--- src/rtl/psram_qspi_ctrl.sv ---
// psram_qspi_ctrl: APB slave issuing one serial/quad SPI PSRAM command per access
// Ports: pclk/prst clock and sync reset; APB slave paddr/pwdata/pstrb/psel/penable/pwrite
// in, prdata/pready/pslverr out; PSRAM side cs_n, sck (mode 0), dq_o/dq_oe out, dq_i in.
module psram_qspi_ctrl #(
  parameter int ADDR_WIDTH = 32,
  parameter int DATA_WIDTH = 32,
  parameter int ADDR_BYTES = 3,
  parameter int CLK_DIV = 2,
  parameter int QUAD = 0,
  parameter int READ_WAIT = 6,
  parameter int CS_GAP = 2
) (
  input  logic pclk,
  input  logic prst,
  input  logic [ADDR_WIDTH-1:0] paddr,
  input  logic [DATA_WIDTH-1:0] pwdata,
  input  logic [DATA_WIDTH/8-1:0] pstrb,
  input  logic psel,
  input  logic penable,
  input  logic pwrite,
  output logic [DATA_WIDTH-1:0] prdata,
  output logic pready,
  output logic pslverr,
  output logic cs_n,
  output logic sck,
  output logic [3:0] dq_o,
  output logic [3:0] dq_oe,
  input  logic [3:0] dq_i
);
  localparam int SW = DATA_WIDTH / 8;
  localparam int TW = DATA_WIDTH > 32 ? DATA_WIDTH : 32;
  localparam int DVW = $clog2(CLK_DIV + 1);
  localparam logic [DVW-1:0] DIV_MAX = DVW'(CLK_DIV - 1);
  typedef enum logic [2:0] {IDLE, CMD, ADDR, WAIT, DATA, DONE, GAP} state_t;
  state_t state, nst, st_nx;
  logic [TW-1:0] tx, ld_tx, tx_nx;
  logic [15:0] cnt, ld_cnt, gcnt;
  logic [DVW-1:0] div;
  logic [DATA_WIDTH-1:0] wdata_r, rx, seq, rd_word;
  logic [31:0] addr_r;
  logic [3:0] k_r, n_r, in_k, in_n, dq_o_nx, dq_oe_nx;
  logic [SW-1:0] sh;
  logic [7:0] cmd;
  logic wr_r, drop, in_ok, quad_sh, quad_ph, drv;
  function automatic logic [DATA_WIDTH-1:0] byte_rev(input logic [DATA_WIDTH-1:0] v);
    for (int i = 0; i < SW; i++) byte_rev[8*i +: 8] = v[DATA_WIDTH-8-8*i +: 8];
  endfunction
  // tx is left-aligned: the next bit (serial) or nibble (quad) to drive is always at the top.
  // Read bytes shift into rx in arrival order; byte-reversing then shifting drops them into lanes k..k+n-1.
  always_comb begin
    in_k = '0;
    for (int i = SW - 1; i >= 0; i--) if (pstrb[i]) in_k = 4'(i);
    in_n = 4'($countones(pstrb));
    sh = pstrb >> in_k;
    in_ok = pstrb != '0 && (sh & (sh + SW'(1))) == '0;
    cmd = QUAD != 0 ? (pwrite ? 8'h38 : 8'hEB) : (pwrite ? 8'h02 : 8'h03);
    seq = byte_rev(wdata_r >> {k_r, 3'b0});
    rd_word = (byte_rev(rx) >> {4'(SW) - n_r, 3'b0}) << {k_r, 3'b0};
    nst = state == CMD ? ADDR : state == ADDR ? (QUAD != 0 && !wr_r && READ_WAIT > 0 ? WAIT : DATA) : state == WAIT ? DATA : DONE;
    ld_tx = nst == ADDR ? TW'(addr_r) << (TW - 8 * ADDR_BYTES) : nst == DATA ? TW'(seq) << (TW - DATA_WIDTH) : '0;
    ld_cnt = nst == ADDR ? 16'(QUAD != 0 ? 2 * ADDR_BYTES : 8 * ADDR_BYTES) : nst == WAIT ? 16'(READ_WAIT) : 16'(n_r) << (QUAD != 0 ? 1 : 3);
    quad_sh = QUAD != 0 && state != CMD;
    tx_nx = cnt == 16'd1 ? ld_tx : (quad_sh ? tx << 4 : tx << 1);
    st_nx = cnt == 16'd1 ? nst : state;
    quad_ph = QUAD != 0 && st_nx != CMD;
    drv = st_nx == CMD || st_nx == ADDR || (st_nx == DATA && wr_r);
    dq_oe_nx = !drv ? 4'h0 : quad_ph ? 4'hF : 4'h1;
    dq_o_nx = !drv ? 4'h0 : quad_ph ? tx_nx[TW-1 -: 4] : {3'b0, tx_nx[TW-1]};
  end
  always_ff @(posedge pclk) begin
    if (prst) begin
      state <= IDLE;
      cs_n <= 1'b1;
      sck <= 1'b0;
      dq_o <= '0;
      dq_oe <= '0;
      pready <= 1'b0;
      pslverr <= 1'b0;
      prdata <= '0;
      div <= '0;
      cnt <= '0;
      gcnt <= '0;
      tx <= '0;
      rx <= '0;
      wdata_r <= '0;
      addr_r <= '0;
      k_r <= '0;
      n_r <= '0;
      wr_r <= 1'b0;
      drop <= 1'b0;
    end else begin
      case (state)
        IDLE: if (psel && penable) begin
          wr_r <= pwrite;
          wdata_r <= pwdata;
          k_r <= in_k;
          n_r <= in_n;
          addr_r <= 32'((paddr & ~ADDR_WIDTH'(SW - 1)) + ADDR_WIDTH'(in_k));
          drop <= 1'b0;
          rx <= '0;
          div <= '0;
          cnt <= 16'd8;
          tx <= TW'(cmd) << (TW - 8);
          if (in_ok) begin
            state <= CMD;
            cs_n <= 1'b0;
            dq_o <= {3'b0, cmd[7]};
            dq_oe <= 4'h1;
          end else begin
            state <= DONE;
            pready <= 1'b1;
            pslverr <= 1'b1;
          end
        end
        DONE: begin
          pready <= 1'b0;
          pslverr <= 1'b0;
          gcnt <= 16'(CS_GAP - 1);
          state <= CS_GAP > 1 ? GAP : IDLE;
        end
        GAP: begin
          gcnt <= gcnt - 16'd1;
          if (gcnt == 16'd1) state <= IDLE;
        end
        default: begin
          if (!psel) drop <= 1'b1;
          if (div != DIV_MAX) div <= div + DVW'(1);
          else begin
            div <= '0;
            if (!sck) begin
              sck <= 1'b1;
              if (state == DATA && !wr_r) rx <= QUAD != 0 ? {rx[DATA_WIDTH-5:0], dq_i} : {rx[DATA_WIDTH-2:0], dq_i[1]};
            end else begin
              sck <= 1'b0;
              cnt <= cnt == 16'd1 ? ld_cnt : cnt - 16'd1;
              tx <= tx_nx;
              state <= st_nx;
              dq_o <= dq_o_nx;
              dq_oe <= dq_oe_nx;
              if (st_nx == DONE) begin
                cs_n <= 1'b1;
                pready <= psel && !drop;
                pslverr <= 1'b0;
                if (!wr_r && psel && !drop) prdata <= rd_word;
              end
            end
          end
        end
      endcase
    end
  end
endmodule

--- config.mk ---
export PLATFORM = sky130hd
export DESIGN_NAME = psram_qspi_ctrl
export DESIGN_NICKNAME = d
export VERILOG_FILES = /design/src/rtl/psram_qspi_ctrl.sv
export SDC_FILE = /design/constraint.sdc
export NUM_CORES = 1
export LEC_CHECK = 0
export CORE_MARGIN = 10
export CORE_UTILIZATION = 50
export CTS_BUF_LIST = sky130_fd_sc_hd__clkbuf_8
export CTS_CLUSTER_SIZE = 20
export DETAILED_ROUTE_END_ITERATION = 10
export GPL_ROUTABILITY_DRIVEN = 0
export MAX_ROUTING_LAYER = met4
export PLACE_DENSITY_LB_ADDON = 0.05
export SLEW_MARGIN = 40
export SYNTH_ARGS = -nofsm -noshare
export SYNTH_HDL_FRONTEND = slang
export SYNTH_SLANG_ARGS = --single-unit
--- constraint.sdc ---
create_clock -name pclk -period 4 [get_ports pclk]
set_clock_uncertainty 0.1 [all_clocks]
set_input_delay 0.8 -clock pclk [delete_from_list [all_inputs] [get_ports pclk]]
set_output_delay 0.8 -clock pclk [all_outputs]
set_load 0.03 [all_outputs]
==> summary.md, run 1 <==
| Metric | Value |
|---|---|
| Outcome | completed |
| Arr. time, crit path | ~3400 ps |
| Hold path endpoint | prdata[1] |
| Num ports | 121 |
| Setup violators final | 0 |
| TritonCTS Sinks | 199 |
| Vias in the first global route | between 8,000 and 9,000 |
| Crit-path max cell delay | 830 ps |
| Largest net degree at the start of global routing | 155 |
| DP HPWL | just under 20,000 um |
| Most common cell after layout, fill and taps aside | nand2_1 |
| Vias | roughly 9,300 |
| Synth top area share | 0.392 |
| Worst setup path class | register to register |
| DR vias/cell | between 5 and 6 |
| Hold Path Depth | 2 |
| Commonest non-fill, non-tap cells in the layout | nand2_1, dfxtp_1, a21oi_1 |
| Register bit total from synthesis | 199 |
| Syn Std Cell Area | 10,200 um^2 |
| Chip height | 163 um |
| Die area | 26,400 um^2 |
| Slew @ Worst Pin | 837 ps |
| RSZ-0062 raised after global routing | false |
| Crit end category | register |
| Max-cap violations | 0 |
| Antenna viol nets, final | 0 |
| Critical path buffer and inverter count | 0 |
| Distinct cells, synth | 78 |
| Slowest stage cell on the critical path | dfxtp_1 |
| Most area-consuming cells after synthesis | dfxtp_1, nand2_1, a21oi_1 |
| Worst Min Path Start | prdata[1] |
| Startpoint Class | register |
| CTS tree | done |
| N_diodes | 0 |
| Post-synthesis sequential area ratio | 0.392 |
| FF-to-FF Start | state[2] |
| First-pass DRT Iterations | 5 |
| Slew Limit Fails | 0 |
| Synthesis-to-layout area growth | 15.5% |
| Setup Buffers After CTS | 0 |
| FMAX | 0.323 GHz |
| Area leader, netlist | dfxtp_1 |
| Data required, critical path | between 4000 and 5000 ps |
| Yosys warns | 0 |
| Flop2flop setup slack | 900 ps |
| # resized after CTS | 0 |
| Global-route wire length before repair | about 46,000 um |
| Worst flop-to-flop path endpoint | dq_o[0] |
| CP Max Fanout | 21 |
| Syn_area_per_cell | 8.16 um^2 |
| FF-to-FF path depth | 4 |
| CTS Hold Bufs | 0 |
| Leakage | between 3 and 4 nW |
| Max_slew headroom | 0.440 |
| Starting Density | 0.505 |
| Final nets | 1,375 |
| Post-route clock period utilization | 0.775 |
| Longest Clk Path Bufs | 2 |
| Synth Instances | 1,244 |
| Final wirelength | ~28,000 um |
| Site Rows | 52 |
| Peak VDD IR | 0.000410 V |
| Residual DRC | 0 |
| H-tree depth | 4 |
| Initial DRC Count | just over 900 |
| Drt wl/cell | about 18 um |
| Layout cells sized above 1 | 0.0761 |
| Core area | 20,100 um^2 |
| PwrDens | 491 nW/um^2 |
| Overall global routing resource usage | 0.218 |
| Worst path cell trace | or3_1 > and4_1 > nand2_1 > o41ai_2 |
| CTS Buf Count | 17 |
| Initial antenna violation count | 0 |
| EDFF count, synth | 0 |
| Synth async-reset ratio | 0 |
| Dpl cells | 1,539 |
| Final Hold Fails | 0 |
| Finished Layout Cells | between 1,500 and 2,000 |
| Fin crit period | 3100 ps |
| Setup TNS | 0 ps |
| Clock Pin Slew Worst Setup and Hold Paths | 110 ps |
| IO Port Bufs | about 100 |
| Global route overflow | 0 |
| Crit path max-delay family | simple AND/OR/NAND/NOR gates |
| CTS root buf | clkbuf_8 |
| Top FF cell, synth | dfxtp_1 |
| Worst-Skew Late Latency | 480 ps |
| Worst Hold Class | register to register |
| Die Wd | between 150 and 200 um |
## synth_stat cells, drive strengths merged (11+ instances only)
master,count
o21ai,41
inv,21
a22oi,22
nor3,23
nand3,30
dfxtp,199
a2111oi,11
and2,36
buf,26
o31ai,13
mux2i,52
a21oi,134
a22o,12
nor2b,14
a221oi,21
nor4,13
o211ai,12
nand2,207
a311oi,12
mux2,18
nor2,88
a211oi,12
clkbuf,79
## state kept, by name, indices dropped and copies added (netlist names)
name / cells
tx: 31
wr_r: 1
pslverr: 1
cs_n: 1
dq_oe: 1
n_r: 3
cnt: 16
prdata: 32
gcnt: 16
div: 2
addr_r: 24
pready: 1
drop: 1
wdata_r: 32
rx: 32
sck: 1
dq_o: 1
state: 3
## power by group
group | switching, mW | internal [mW] | total (mW) | leakage (nW)
clock | 0.812 | 0.529 | 1.34 | 0.201
sequential | 0.220 | 2.16 | 2.38 | 1.61
combinational | 1.34 | 0.701 | 2.04 | 2.10
## area by class of cell
class,instances,area [um^2]
Tap cell,270,338
Multi-Input combinational cell,923,5680
Timing Repair Buffer,125,1230
Clock inverter,15,178
Fill cell,1870,8380
Clock buffer,17,234
Inverter,22,82.6
Sequential cell,199,3990
## kinds of logic after synthesis
group,synth area share
other,0.000369
and+or+nand+nor,0.223
AOI/OAI and AO/OA,0.236
DFF,0.392
buffers and inverters,0.0515
adders and majority gates,0.0131
xor gates and xnor gates,0.0103
muxes,0.0734
## worst register-to-register path: stages (launching register included)
cell	delay, ps
dfxtp_1	830
or3_1	460
and4_1	640
nand2_1	550
o41ai_2	440
## worst max path at each step
stage	cells after the start	start	endpoint	slack, ps
3_3_place_gp	6	psel	prdata[12]	800
4_1_cts	4	state[2]	dq_o[0]	940
6_report	4	state[2]	dq_o[0]	900
3_5_place_dp	6	psel	prdata[14]	840
2_1_floorplan	11	n_r[0]	prdata[25]	1000
5_1_grt	4	state[2]	dq_o[0]	700
## routing by layer
layer | track usage | vias to the layer above | wire (um)
li1 | - | 4571 | -
met1 | 0.330 | 4351 | 14600
met2 | 0.285 | 315 | 11500
met4 | 0.0397 | 0 | 257
met3 | 0.0513 | 26 | 2130
met5 | - | - | 0
## through the flow
step	setup WS, ps	util	instance area, um^2	hold slack (ps)	power, mW
2_1_floorplan	999	-	10200	326	3.92
3_3_place_gp	805	0.563	11300	336	4.42
3_5_place_dp	839	0.563	11300	344	4.43
4_1_cts	938	0.583	11700	358	5.78
5_1_grt	700	0.583	11700	370	6.11
6_report	901	0.583	11700	355	5.76
No activity file was read; power rests on OpenSTA's default activity.
==> run 2: changes to the inputs <==
==> constraint.sdc (replaced) <==
create_clock -name pclk -period 2.98 [get_ports pclk]
set_clock_uncertainty 0.1 [all_clocks]
set_input_delay 0.596 -clock pclk [delete_from_list [all_inputs] [get_ports pclk]]
set_output_delay 0.596 -clock pclk [all_outputs]
set_load 0.03 [all_outputs]
==> summary.md, run 2 (same netlist as run 1, synthesis figures left out) <==
| Metric | Value |
|---|---|
| FMAX | 0.365 GHz (+13%) |
| Worst Min Path Start | addr_r[21] |
| First-pass DRT Iterations | 6 (+1) |
| Antenna viol nets, final | 0 (unchanged) |
| Initial DRC Count | 776 (-16%) |
| Longest Clk Path Bufs | 2 (unchanged) |
| Commonest non-fill, non-tap cells in the layout | nand2_1, dfxtp_1, a21oi_1 |
| Total power | 7.75 mW (+35%) |
| Die area | 26,400 um^2 (unchanged) |
| Fin crit period | 2740 ps (-357 ps) |
| CTS Buf Count | 17 (unchanged) |
| TritonCTS Sinks | 199 (unchanged) |
| Slew Limit Fails | 0 (unchanged) |
| Largest net degree at the start of global routing | 75 (-52%) |
| Drt wl/cell | 18.0 um (-0.76%) |
| Slowest stage cell on the critical path | or4_4 |
| Pre-CTS WS | 165 ps (-674 ps) |
| Setup TNS | 0 ps (unchanged) |
| Setup violators final | 0 (unchanged) |
| Clock Pin Slew Worst Setup and Hold Paths | 100 ps (about the same) |
| DR vias/cell | 5.86 (-0.55%) |
| RSZ-0062 raised after global routing | false |
| Final nets | 1,397 (+1.6%) |
| Critical path's most frequent cell | or4_4 |
| Num ports | 121 (unchanged) |
| Startpoint Class | register |
| Data required, critical path | 3240 ps (-1050 ps) |
| H-tree depth | 4 (unchanged) |
| CTS root buf | clkbuf_8 |
| Chip height | 163 um (unchanged) |
| Dpl cells | 1,561 (+1.4%) |
| Final wirelength | 28,600 um (+0.63%) |
| Crit path max-delay family | simple AND/OR/NAND/NOR gates |
| IO Port Bufs | 101 (unchanged) |
| Setup Buffers After CTS | 0 (unchanged) |
| N_diodes | 0 (unchanged) |
| Global-route wire length before repair | 45,900 um (-0.21%) |
| Arr. time, crit path | 3010 ps (-380 ps) |
| Worst path cell trace | or4_4 > or4_4 > nor3_4 > buf_12 > nor2_1 > a22o_1 |
| Most common cell after layout, fill and taps aside | nand2_1 |
| Leakage | 4.01 nW (+2.5%) |
| Max-cap violations | 0 (unchanged) |
| Die Wd | 163 um (unchanged) |
| Max_slew headroom | 0.498 (+0.0585) |
| Vias | 9,341 (+0.84%) |
| Critical path buffer and inverter count | 1 (+1) |
| Final Hold Fails | 0 (unchanged) |
| Fin util | 0.590 (+0.00703) |
| CP Max Fanout | 32 (+52%) |
| Outcome | completed |
| CTS tree | done |
| Synthesis-to-layout area growth | 16.9% |
| Residual DRC | 0 (unchanged) |
| Peak VDD IR | 0.000507 V (+24%) |
| Top flop regs | prdata (32), rx (32), wdata_r (32) |
| DP HPWL | 19,800 um (+1.0%) |
| Post-route clock period utilization | 0.920 (+0.145) |
| Worst-Skew Late Latency | 470 ps (about the same) |
| Worst Hold Class | register to register |
| Initial antenna violation count | 0 (unchanged) |
| FF-to-FF Start | cnt[2] |
| Crit end category | register |
| Overall global routing resource usage | 0.218 (-0.000307) |
| Global route overflow | 0 (unchanged) |
| Core area | 20,100 um^2 (unchanged) |
| Vias in the first global route | 8,567 (+1.9%) |
| Final worst slack | 239 ps (-663 ps) |
| Site Rows | 52 (unchanged) |
| Finished Layout Cells | 1,593 (+1.4%) |
| # resized after CTS | 0 (unchanged) |
| Worst setup path class | register to register |
| Layout cells sized above 1 | 0.0907 (+0.0146) |
| CP Launch Point | cnt[2] |
| Slew @ Worst Pin | 745 ps (-91.9 ps) |
| CTS Hold Bufs | 0 (unchanged) |
| Starting Density | 0.505 (unchanged) |
| Crit-path max cell delay | 650 ps (-180 ps) |
| PwrDens | 653 nW/um^2 (+33%) |
-- run 2: final timing paths --
| path | end | slack, ps | cells after the start |
|---|---|---|---|
| setup reg to reg | prdata[10] | 240 | 6 |
| hold reg to reg | addr_r[21] | 360 | 2 |
| setup / recovery | prdata[10] | 240 | 6 |
| hold / removal | addr_r[21] | 360 | 2 |
-- run 2: metrics by stage --
stage	hold WS (ps)	area, um^2
floorplan	326	10200
global placement	336	11500
detailed placement	340	11500
CTS	361	11900
global route	375	11900
finish	359	11900
-- run 2: power breakdown --
| part | switching [mW] | internal (mW) | total, mW |
|---|---|---|---|
| combinational | 1.90 | 1.05 | 2.94 |
| clock | 1.00 | 0.693 | 1.70 |
| sequential | 0.222 | 2.89 | 3.12 |
| total | 3.12 | 4.63 | 7.75 |
-- run 2: worst reg2reg max path, stage by stage (launching register included) --
cell and delay, ps:
dfxtp_1 380, or4_4 600, or4_4 650, nor3_4 260, buf_12 210, nor2_1 160, a22o_1 270
-- run 2: layout make-up --
| class | count | area [um^2] |
|---|---|---|
| fill | 1891 | 8240 |
| timing repair buffer | 147 | 1400 |
| tap | 270 | 338 |
| multi-input combinational | 923 | 5690 |
| sequential | 199 | 3990 |
| inverter | 22 | 82.6 |
| clock inverter | 14 | 125 |
| clock buffer | 18 | 248 |
-- run 2: layer usage --
metal  track usage  wire [um]
met2         0.292      11600
met1         0.321      14700
met5             -          0
met4        0.0509        299
met3        0.0495       1990
